--- config.mk ---
export PLATFORM = sky130hd
export DESIGN_NAME = usb_hid_mouse_in_responder
export DESIGN_NICKNAME = d
export VERILOG_FILES = /design/src/rtl/usb_hid_mouse_in_responder.sv
export SDC_FILE = /design/constraint.sdc
export NUM_CORES = 1
export LEC_CHECK = 0
export CORE_MARGIN = 5
export CORE_UTILIZATION = 45
export DETAILED_ROUTE_END_ITERATION = 16
export MAX_ROUTING_LAYER = met4
export PLACE_DENSITY = 0.8
export SLEW_MARGIN = 20
export SYNTH_ARGS = -nofsm -noshare
export SYNTH_HDL_FRONTEND = slang
export SYNTH_SLANG_ARGS = --single-unit
export TNS_END_PERCENT = 5
--- constraint.sdc ---
create_clock -name clk -period 9.7 [get_ports clk]
set_clock_uncertainty 0.05 [all_clocks]
set_input_delay 2.91 -clock clk [delete_from_list [all_inputs] [get_ports clk]]
set_output_delay 2.91 -clock clk [all_outputs]
set_load 0.05 [all_outputs]
--- src/rtl/usb_hid_mouse_in_responder.sv ---
// ----------------------------------------------------------------------------
// usb_hid_mouse_in_responder
//
// Device-side interrupt-IN endpoint for a HID boot-protocol mouse.
// This block collects button and motion input between host polls. It answers
// IN tokens addressed to this endpoint with one of the following:
//   - a data report (DATA0/DATA1),
//   - NAK,
//   - STALL.
// It also keeps the data toggle. A report that the host did not ACK is held
// and sent again, unchanged, on the next IN.
//
// Ports
//   clk, rst_n        system clock, asynchronous active-low reset
//   enable            endpoint configured; low clears all state and outputs
//   device_addr       address this device answers to
//   endpoint          interrupt IN endpoint number
//   halt              endpoint halted: answer STALL
//   toggle_clear      pulse: next data packet uses DATA0, drop held snapshot
//   in_buttons        button bitmap, latched on in_update
//   in_dx/dy/wheel    signed deltas, accumulated on in_update
//   in_update         pulse: qualify the input fields above
//   tok_valid/pid/addr/endp   token from the packet RX layer
//   hs_valid/hs_pid   handshake from the host
//   tx_start/tx_pid   start of a response packet and its PID
//   tx_data/_valid/_last/_ready  payload byte stream (valid/ready)
//   tx_done           packet fully sent on the wire
//   data_toggle       PID of the next new data packet (0 = DATA0)
//   report_pending    unsent input exists
//   ack_count         wrapping count of ACKed reports
// ----------------------------------------------------------------------------
module usb_hid_mouse_in_responder #(
    parameter int REPORT_BYTES    = 4,
    parameter int ACK_TIMEOUT_CYC = 1000
) (
    input  logic        clk,
    input  logic        rst_n,
    input  logic        enable,
    input  logic [6:0]  device_addr,
    input  logic [3:0]  endpoint,
    input  logic        halt,
    input  logic        toggle_clear,
    input  logic [7:0]  in_buttons,
    input  logic [7:0]  in_dx,
    input  logic [7:0]  in_dy,
    input  logic [7:0]  in_wheel,
    input  logic        in_update,
    input  logic        tok_valid,
    input  logic [3:0]  tok_pid,
    input  logic [6:0]  tok_addr,
    input  logic [3:0]  tok_endp,
    input  logic        hs_valid,
    input  logic [3:0]  hs_pid,
    output logic        tx_start,
    output logic [3:0]  tx_pid,
    output logic [7:0]  tx_data,
    output logic        tx_data_valid,
    output logic        tx_data_last,
    input  logic        tx_data_ready,
    input  logic        tx_done,
    output logic        data_toggle,
    output logic        report_pending,
    output logic [15:0] ack_count
);

    localparam logic [3:0] PID_IN    = 4'b1001;
    localparam logic [3:0] PID_ACK   = 4'b0010;
    localparam logic [3:0] PID_DATA0 = 4'b0011;
    localparam logic [3:0] PID_DATA1 = 4'b1011;
    localparam logic [3:0] PID_NAK   = 4'b1010;
    localparam logic [3:0] PID_STALL = 4'b1110;

    localparam logic [1:0] LAST_IDX = 2'(REPORT_BYTES - 1);
    localparam int         TIMER_W  = (ACK_TIMEOUT_CYC < 2) ? 1 : $clog2(ACK_TIMEOUT_CYC + 1);
    localparam logic [TIMER_W-1:0] TIMER_LOAD = TIMER_W'(ACK_TIMEOUT_CYC);

    typedef enum logic [2:0] {
        ST_IDLE,
        ST_SEND_HS,
        ST_SEND_DATA,
        ST_WAIT_TXDONE,
        ST_WAIT_ACK
    } state_t;

    // Add a delta to an accumulator. The result is clamped to [-127,+127],
    // so -128 never appears in a report.
    function automatic logic signed [7:0] sat_add(input logic signed [7:0] a,
                                                  input logic signed [7:0] b);
        logic signed [8:0] s;
        s = $signed({a[7], a}) + $signed({b[7], b});
        if (s > 9'sd127)
            return 8'sd127;
        else if (s < -9'sd127)
            return -8'sd127;
        else
            return $signed(s[7:0]);
    endfunction

    // ------------------------------------------------------------------------
    // State
    // ------------------------------------------------------------------------
    state_t              r_state;
    logic                r_tx_start;
    logic [3:0]          r_tx_pid;
    logic [1:0]          r_byte_idx;
    logic [TIMER_W-1:0]  r_timer;
    logic                r_toggle;
    logic                r_retx_valid;
    logic                r_pending;
    logic [15:0]         r_ack_count;
    logic signed [7:0]   r_acc_x, r_acc_y, r_acc_w;
    logic [7:0]          r_btn;
    logic [7:0]          r_last_btn;   // buttons of the last report snapshot
    logic [7:0]          r_snap_btn;
    logic signed [7:0]   r_snap_x, r_snap_y, r_snap_w;

    state_t              w_state_nxt;
    logic                w_tx_start_nxt;
    logic [3:0]          w_tx_pid_nxt;
    logic [1:0]          w_byte_idx_nxt;
    logic [TIMER_W-1:0]  w_timer_nxt;
    logic                w_toggle_nxt;
    logic                w_retx_nxt;
    logic                w_pending_nxt;
    logic [15:0]         w_ack_nxt;
    logic signed [7:0]   w_acc_x_nxt, w_acc_y_nxt, w_acc_w_nxt;
    logic [7:0]          w_btn_nxt;
    logic [7:0]          w_last_btn_nxt;
    logic [7:0]          w_snap_btn_nxt;
    logic signed [7:0]   w_snap_x_nxt, w_snap_y_nxt, w_snap_w_nxt;

    logic                w_match;
    logic                w_wheel_moved;
    logic [3:0]          w_data_pid;
    logic [7:0]          w_byte;

    assign w_match = tok_valid && (tok_pid == PID_IN) &&
                     (tok_addr == device_addr) && (tok_endp == endpoint);

    // A 3-byte report has no wheel byte, so wheel motion alone is not
    // treated as new input.
    assign w_wheel_moved = (REPORT_BYTES == 4) && (in_wheel != 8'd0);

    assign w_data_pid = r_toggle ? PID_DATA1 : PID_DATA0;

    // ------------------------------------------------------------------------
    // Next-state and next-register logic
    // ------------------------------------------------------------------------
    always_comb begin
        // NOTE: every variable gets its hold value first. Then no path
        // through the case can leave it unassigned, and no latch is inferred.
        w_state_nxt    = r_state;
        w_tx_start_nxt = 1'b0;
        w_tx_pid_nxt   = r_tx_pid;
        w_byte_idx_nxt = r_byte_idx;
        w_timer_nxt    = r_timer;
        w_toggle_nxt   = r_toggle;
        w_retx_nxt     = r_retx_valid;
        w_pending_nxt  = r_pending;
        w_ack_nxt      = r_ack_count;
        w_acc_x_nxt    = r_acc_x;
        w_acc_y_nxt    = r_acc_y;
        w_acc_w_nxt    = r_acc_w;
        w_btn_nxt      = r_btn;
        w_last_btn_nxt = r_last_btn;
        w_snap_btn_nxt = r_snap_btn;
        w_snap_x_nxt   = r_snap_x;
        w_snap_y_nxt   = r_snap_y;
        w_snap_w_nxt   = r_snap_w;

        case (r_state)
            ST_IDLE: begin
                if (w_match) begin
                    w_tx_start_nxt = 1'b1;
                    if (halt) begin
                        // STALL wins even over a held snapshot.
                        // The snapshot is kept for later.
                        w_tx_pid_nxt = PID_STALL;
                        w_state_nxt  = ST_SEND_HS;
                    end else if (r_retx_valid) begin
                        // Resend the snapshot with the same PID.
                        w_tx_pid_nxt   = w_data_pid;
                        w_byte_idx_nxt = 2'd0;
                        w_state_nxt    = ST_SEND_DATA;
                    end else if (r_pending) begin
                        w_snap_btn_nxt = r_btn;
                        w_snap_x_nxt   = r_acc_x;
                        w_snap_y_nxt   = r_acc_y;
                        w_snap_w_nxt   = r_acc_w;
                        w_last_btn_nxt = r_btn;
                        w_acc_x_nxt    = 8'sd0;
                        w_acc_y_nxt    = 8'sd0;
                        w_acc_w_nxt    = 8'sd0;
                        w_pending_nxt  = 1'b0;
                        w_retx_nxt     = 1'b1;
                        w_tx_pid_nxt   = w_data_pid;
                        w_byte_idx_nxt = 2'd0;
                        w_state_nxt    = ST_SEND_DATA;
                    end else begin
                        w_tx_pid_nxt = PID_NAK;
                        w_state_nxt  = ST_SEND_HS;
                    end
                end
            end

            ST_SEND_HS: begin
                if (tx_done) begin
                    w_tx_pid_nxt = 4'd0;
                    w_state_nxt  = ST_IDLE;
                end
            end

            ST_SEND_DATA: begin
                // tx_data_valid is high for the whole state, so ready alone
                // marks a byte as accepted.
                if (tx_data_ready) begin
                    if (r_byte_idx == LAST_IDX) begin
                        w_byte_idx_nxt = 2'd0;
                        w_state_nxt    = ST_WAIT_TXDONE;
                    end else begin
                        w_byte_idx_nxt = r_byte_idx + 2'd1;
                    end
                end
            end

            ST_WAIT_TXDONE: begin
                if (tx_done) begin
                    w_timer_nxt = TIMER_LOAD;
                    w_state_nxt = ST_WAIT_ACK;
                end
            end

            ST_WAIT_ACK: begin
                if (hs_valid && (hs_pid == PID_ACK)) begin
                    w_toggle_nxt = ~r_toggle;
                    w_retx_nxt   = 1'b0;
                    w_ack_nxt    = r_ack_count + 16'd1;
                    w_tx_pid_nxt = 4'd0;
                    w_state_nxt  = ST_IDLE;
                end else if (hs_valid || (r_timer <= TIMER_W'(1))) begin
                    // No ACK. Keep retx_valid and the toggle, so the next IN
                    // repeats the same packet.
                    w_tx_pid_nxt = 4'd0;
                    w_state_nxt  = ST_IDLE;
                end else begin
                    w_timer_nxt = r_timer - TIMER_W'(1);
                end
            end

            default: begin
                w_tx_pid_nxt = 4'd0;
                w_state_nxt  = ST_IDLE;
            end
        endcase

        // Input accumulation is applied after the snapshot decision.
        // An update in the snapshot cycle therefore adds into the freshly
        // cleared accumulators. It is compared against the buttons that
        // were just snapshotted.
        if (in_update) begin
            w_btn_nxt   = in_buttons;
            w_acc_x_nxt = sat_add(w_acc_x_nxt, $signed(in_dx));
            w_acc_y_nxt = sat_add(w_acc_y_nxt, $signed(in_dy));
            w_acc_w_nxt = sat_add(w_acc_w_nxt, $signed(in_wheel));
            if ((in_buttons != w_last_btn_nxt) || (in_dx != 8'd0) ||
                (in_dy != 8'd0) || w_wheel_moved)
                w_pending_nxt = 1'b1;
        end

        // toggle_clear overrides everything else. A discarded snapshot is
        // lost: it is not merged back into the accumulators.
        if (toggle_clear) begin
            w_toggle_nxt = 1'b0;
            w_retx_nxt   = 1'b0;
        end
    end

    // ------------------------------------------------------------------------
    // State register
    // ------------------------------------------------------------------------
    always_ff @(posedge clk or negedge rst_n) begin
        if (!rst_n) begin
            r_state      <= ST_IDLE;
            r_tx_start   <= 1'b0;
            r_tx_pid     <= 4'd0;
            r_byte_idx   <= 2'd0;
            r_timer      <= '0;
            r_toggle     <= 1'b0;
            r_retx_valid <= 1'b0;
            r_pending    <= 1'b0;
            r_ack_count  <= 16'd0;
            r_acc_x      <= 8'sd0;
            r_acc_y      <= 8'sd0;
            r_acc_w      <= 8'sd0;
            r_btn        <= 8'd0;
            r_last_btn   <= 8'd0;
            r_snap_btn   <= 8'd0;
            r_snap_x     <= 8'sd0;
            r_snap_y     <= 8'sd0;
            r_snap_w     <= 8'sd0;
        end else if (!enable) begin
            // When the endpoint is unconfigured, everything is cleared.
            // This also aborts a packet in flight.
            r_state      <= ST_IDLE;
            r_tx_start   <= 1'b0;
            r_tx_pid     <= 4'd0;
            r_byte_idx   <= 2'd0;
            r_timer      <= '0;
            r_toggle     <= 1'b0;
            r_retx_valid <= 1'b0;
            r_pending    <= 1'b0;
            r_ack_count  <= 16'd0;
            r_acc_x      <= 8'sd0;
            r_acc_y      <= 8'sd0;
            r_acc_w      <= 8'sd0;
            r_btn        <= 8'd0;
            r_last_btn   <= 8'd0;
            r_snap_btn   <= 8'd0;
            r_snap_x     <= 8'sd0;
            r_snap_y     <= 8'sd0;
            r_snap_w     <= 8'sd0;
        end else begin
            // NOTE: non-blocking assignments here. Every register samples
            // the values from before this edge, whatever the statement order.
            r_state      <= w_state_nxt;
            r_tx_start   <= w_tx_start_nxt;
            r_tx_pid     <= w_tx_pid_nxt;
            r_byte_idx   <= w_byte_idx_nxt;
            r_timer      <= w_timer_nxt;
            r_toggle     <= w_toggle_nxt;
            r_retx_valid <= w_retx_nxt;
            r_pending    <= w_pending_nxt;
            r_ack_count  <= w_ack_nxt;
            r_acc_x      <= w_acc_x_nxt;
            r_acc_y      <= w_acc_y_nxt;
            r_acc_w      <= w_acc_w_nxt;
            r_btn        <= w_btn_nxt;
            r_last_btn   <= w_last_btn_nxt;
            r_snap_btn   <= w_snap_btn_nxt;
            r_snap_x     <= w_snap_x_nxt;
            r_snap_y     <= w_snap_y_nxt;
            r_snap_w     <= w_snap_w_nxt;
        end
    end

    // ------------------------------------------------------------------------
    // Outputs
    // ------------------------------------------------------------------------
    always_comb begin
        w_byte = 8'd0;
        case (r_byte_idx)
            2'd0:    w_byte = r_snap_btn;
            2'd1:    w_byte = r_snap_x;
            2'd2:    w_byte = r_snap_y;
            default: w_byte = r_snap_w;
        endcase
    end

    // All outputs are gated by enable, so they drop in the same cycle that
    // enable falls. There is no wait for the register clear.
    assign tx_start       = enable & r_tx_start;
    assign tx_pid         = enable ? r_tx_pid : 4'd0;
    assign tx_data_valid  = enable & (r_state == ST_SEND_DATA);
    assign tx_data        = tx_data_valid ? w_byte : 8'd0;
    assign tx_data_last   = tx_data_valid & (r_byte_idx == LAST_IDX);
    assign data_toggle    = enable & r_toggle;
    assign report_pending = enable & r_pending;
    assign ack_count      = enable ? r_ack_count : 16'd0;

endmodule

==> impl_results.md <==
- Run status: complete, no violations
- CTS resizes: 0
- Relative slew slack: 0.422
- R2r startpoint: r_state[0]
- Synthesis-to-layout area growth: 20.4%
- Clock share of power: 0.301
- Num CTS Buffers: 9
- Total die area: 18,800 sq um
- # Post-CTS Setup Buffers: 0
- Cell with the most instances after synthesis: nand2_1
- GRT busiest layer: met2
- Mapped Cells: 853
- CORE AREA: 15,800 sq um
- CP endpoint kind: primary output
- #FFs+latches synth: 111
- Largest net degree at the start of global routing: slightly above 70
- Mapped Area: 7250 sq um
- Via count: 6,529
- Syn nets: 962
- First-pass GRT wire length: 30,100 microns
- Sequential share of the synthesized area: 0.383
- Critical Path AT: between 5 and 6 ns
- # rows: 46
- CTS tree: built
- Period minus WS final: 8.09 ns
- Initial Utilization: 0.458
- Reg2reg path depth: 12
- Boundary pin count: 105
- Worst slew pin tran: 0.868 ns
- Crit share post-route: 0.834
- Antenna-violating nets left: 0
- Vias/cell: between 5 and 6
- Netlist cell types: 62
- RSZ-0062 raised after global routing: no
- Top cells by area, synth: dfrtp_1, a21oi_1, ha_1, nand2_1, and2_1
- PortBufs: 104
- Post-synth EDFFs: 0
- Combinational Power Share: 0.281
- Wire length per cell: 15.6 microns
- Asr flop ratio synth: 1.00
- Met3 Track Usage GR: 0.0191
- N_diodes: 0
- Clk slew on worst S/H paths: 0.08 ns
- Sequential share of power: 0.419
- DRC errors left: 0
- DRT Pass-1 Iters: 8
- Critical path class: input port to primary output
- Placer Congestion: 0.908
- Cell-internal power: 0.809 mW
- Worst hold path type: flop to flop
- Met1 usage: 0.286
- Largest regs: r_ack_count x16, r_timer x10
- Maximum operating frequency: 124 MHz
- Hold Path Sink: r_snap_y[4]
- Drt initial violations: 671
- Util after Layout: 0.551
- Fin Setup TNS: 0 ns
- Synth area leader: dfrtp_1
- Sw Share: 0.328
- Die height: between 100 and 150 microns
- Die X: 137 microns
- GRT overflow: 0
- Synth Warn #: 0
- Filler instances: 1,445
- Overall routed net length: 18,000 microns
- Ranking of synthesized cells by instance count: nand2_1, dfrtp_1, a21oi_1
- Worst-Skew Late Latency: 0.35 ns
- Final setup viols: 0
- Nets: 1,040
- Mean post-synth cell area: about 8.5 sq um
- VDD IR max: around 0.000076 V
- CTS HTree Levels: 3
- R2r endpoint: r_acc_x[6]
- Maxcap violations: 0
- Tot GR Track Use: 0.200
- Vias in the first global route: 6,124
- Sink Count: 111
- Root Driver: clkbuf_16
- Final Hold Vio Count: 0
- Top cell type's share of synthesized area: 0.383
- Max FFs per register: 16
- Top reg by flops: r_ack_count
- Post-CTS Hold Fix Bufs: 0
- Sw Pwr: 0.395 mW
- DP HPWL: 13,400 microns
- Hold depth: 2
- Critical-path maximum fanout: 10
- Max Slew Vio Count: 0
- Clk buf depth: 2
- Lkg Pwr: between 3 and 4 nW
- Worst Path Required: 6.74 ns
- Initial antenna violation count: 0
- Top FF cell, synth: dfrtp_1
- Worst reg2reg setup slack: between 5 and 6 ns
- Met2 Resource Use GR: 0.313
- Share of cells above drive strength 1: 0.0353
- Pwr Density: 138 nW/um^2
- CP startpoint kind: input port
- Hold Path Origin: r_acc_y[4]
## how the worst max path moves through the flow
stage,startpoint,to,cells after the start
after detailed placement,enable,tx_data_last,6
after global placement,enable,tx_data_last,6
final,enable,tx_data_last,6
after global routing,enable,tx_data_last,6
after CTS,enable,tx_data_last,6
after floorplan,enable,tx_data_last,6
## worst max-delay path, cell delays in order
cell and delay, ns:
clkdlybuf4s50_1 0.48, nand2b_1 0.12, or3_1 0.51, inv_1 0.15, and2_1 0.14, clkdlybuf4s50_1 0.81
## power by group through the flow
stage / registers (mW) / clock network (mW) / logic (mW)
after CTS: 0.504 / 0.368 / 0.335
after global placement: 0.512 / 0 / 0.326
after global routing: 0.508 / 0.384 / 0.379
after detailed placement: 0.513 / 0 / 0.333
after floorplan: 0.506 / 0 / 0.236
final: 0.504 / 0.362 / 0.338
## metrics by stage
stage	total power [mW]	area [sq um]	setup slack [ns]	cells	hold slack (ns)
finish	1.20	8730	1.61	1152	0.466
floorplan	0.742	7250	2.10	853	0.424
global placement	0.838	8440	1.67	1136	0.448
global route	1.27	8730	1.45	1152	0.479
detailed placement	0.846	8440	1.59	1136	0.447
CTS	1.21	8730	1.59	1152	0.470
## cell families (layout without fill, tap and decap cells)
family,count (synthesis),in the layout,share of synthesized area
buffers and inverters,70,153,0.0373
AO/OA/AOI/OAI,206,206,0.179
flip-flops,111,111,0.383
XOR/XNOR,44,44,0.0531
multiplexers,15,15,0.0209
adder cells (fa/ha/maj),40,40,0.0711
AND/OR/NAND/NOR,367,367,0.256
## per-layer routing
metal / wire, microns / up-vias
li1: - / 3201
met1: 8340 / 3146
met2: 8580 / 170
met3: 892 / 12
met4: 197 / 0
met5: 0 / -
## layout make-up
cell class                 instances  area, sq um  area share
multi-input combinational        672         4200       0.482
sequential                       111         2780       0.318
timing repair buffer             110         1080       0.124
tap                              216          270      0.0310
clock buffer                       9          225      0.0258
inverter                          27          101      0.0116
clock inverter                     7         66.3     0.00760
## layout by cell type, fill, tap and decap left out, drive strengths merged, types with 10 or more instances in the layout
cell	Yosys	final
nand3	22	22
nor3	24	24
nand2b	10	10
inv	26	30
o21ai	34	34
nand2	112	112
dfrtp	111	111
nand4	15	15
and2	49	49
nor2	75	75
a21oi	91	91
nor4	13	13
clkdlybuf4s50	0	103
or3	11	11
xor2	35	35
mux2i	14	14
ha	34	34
a2111oi	11	11
(Power assumes the default switching activity.)
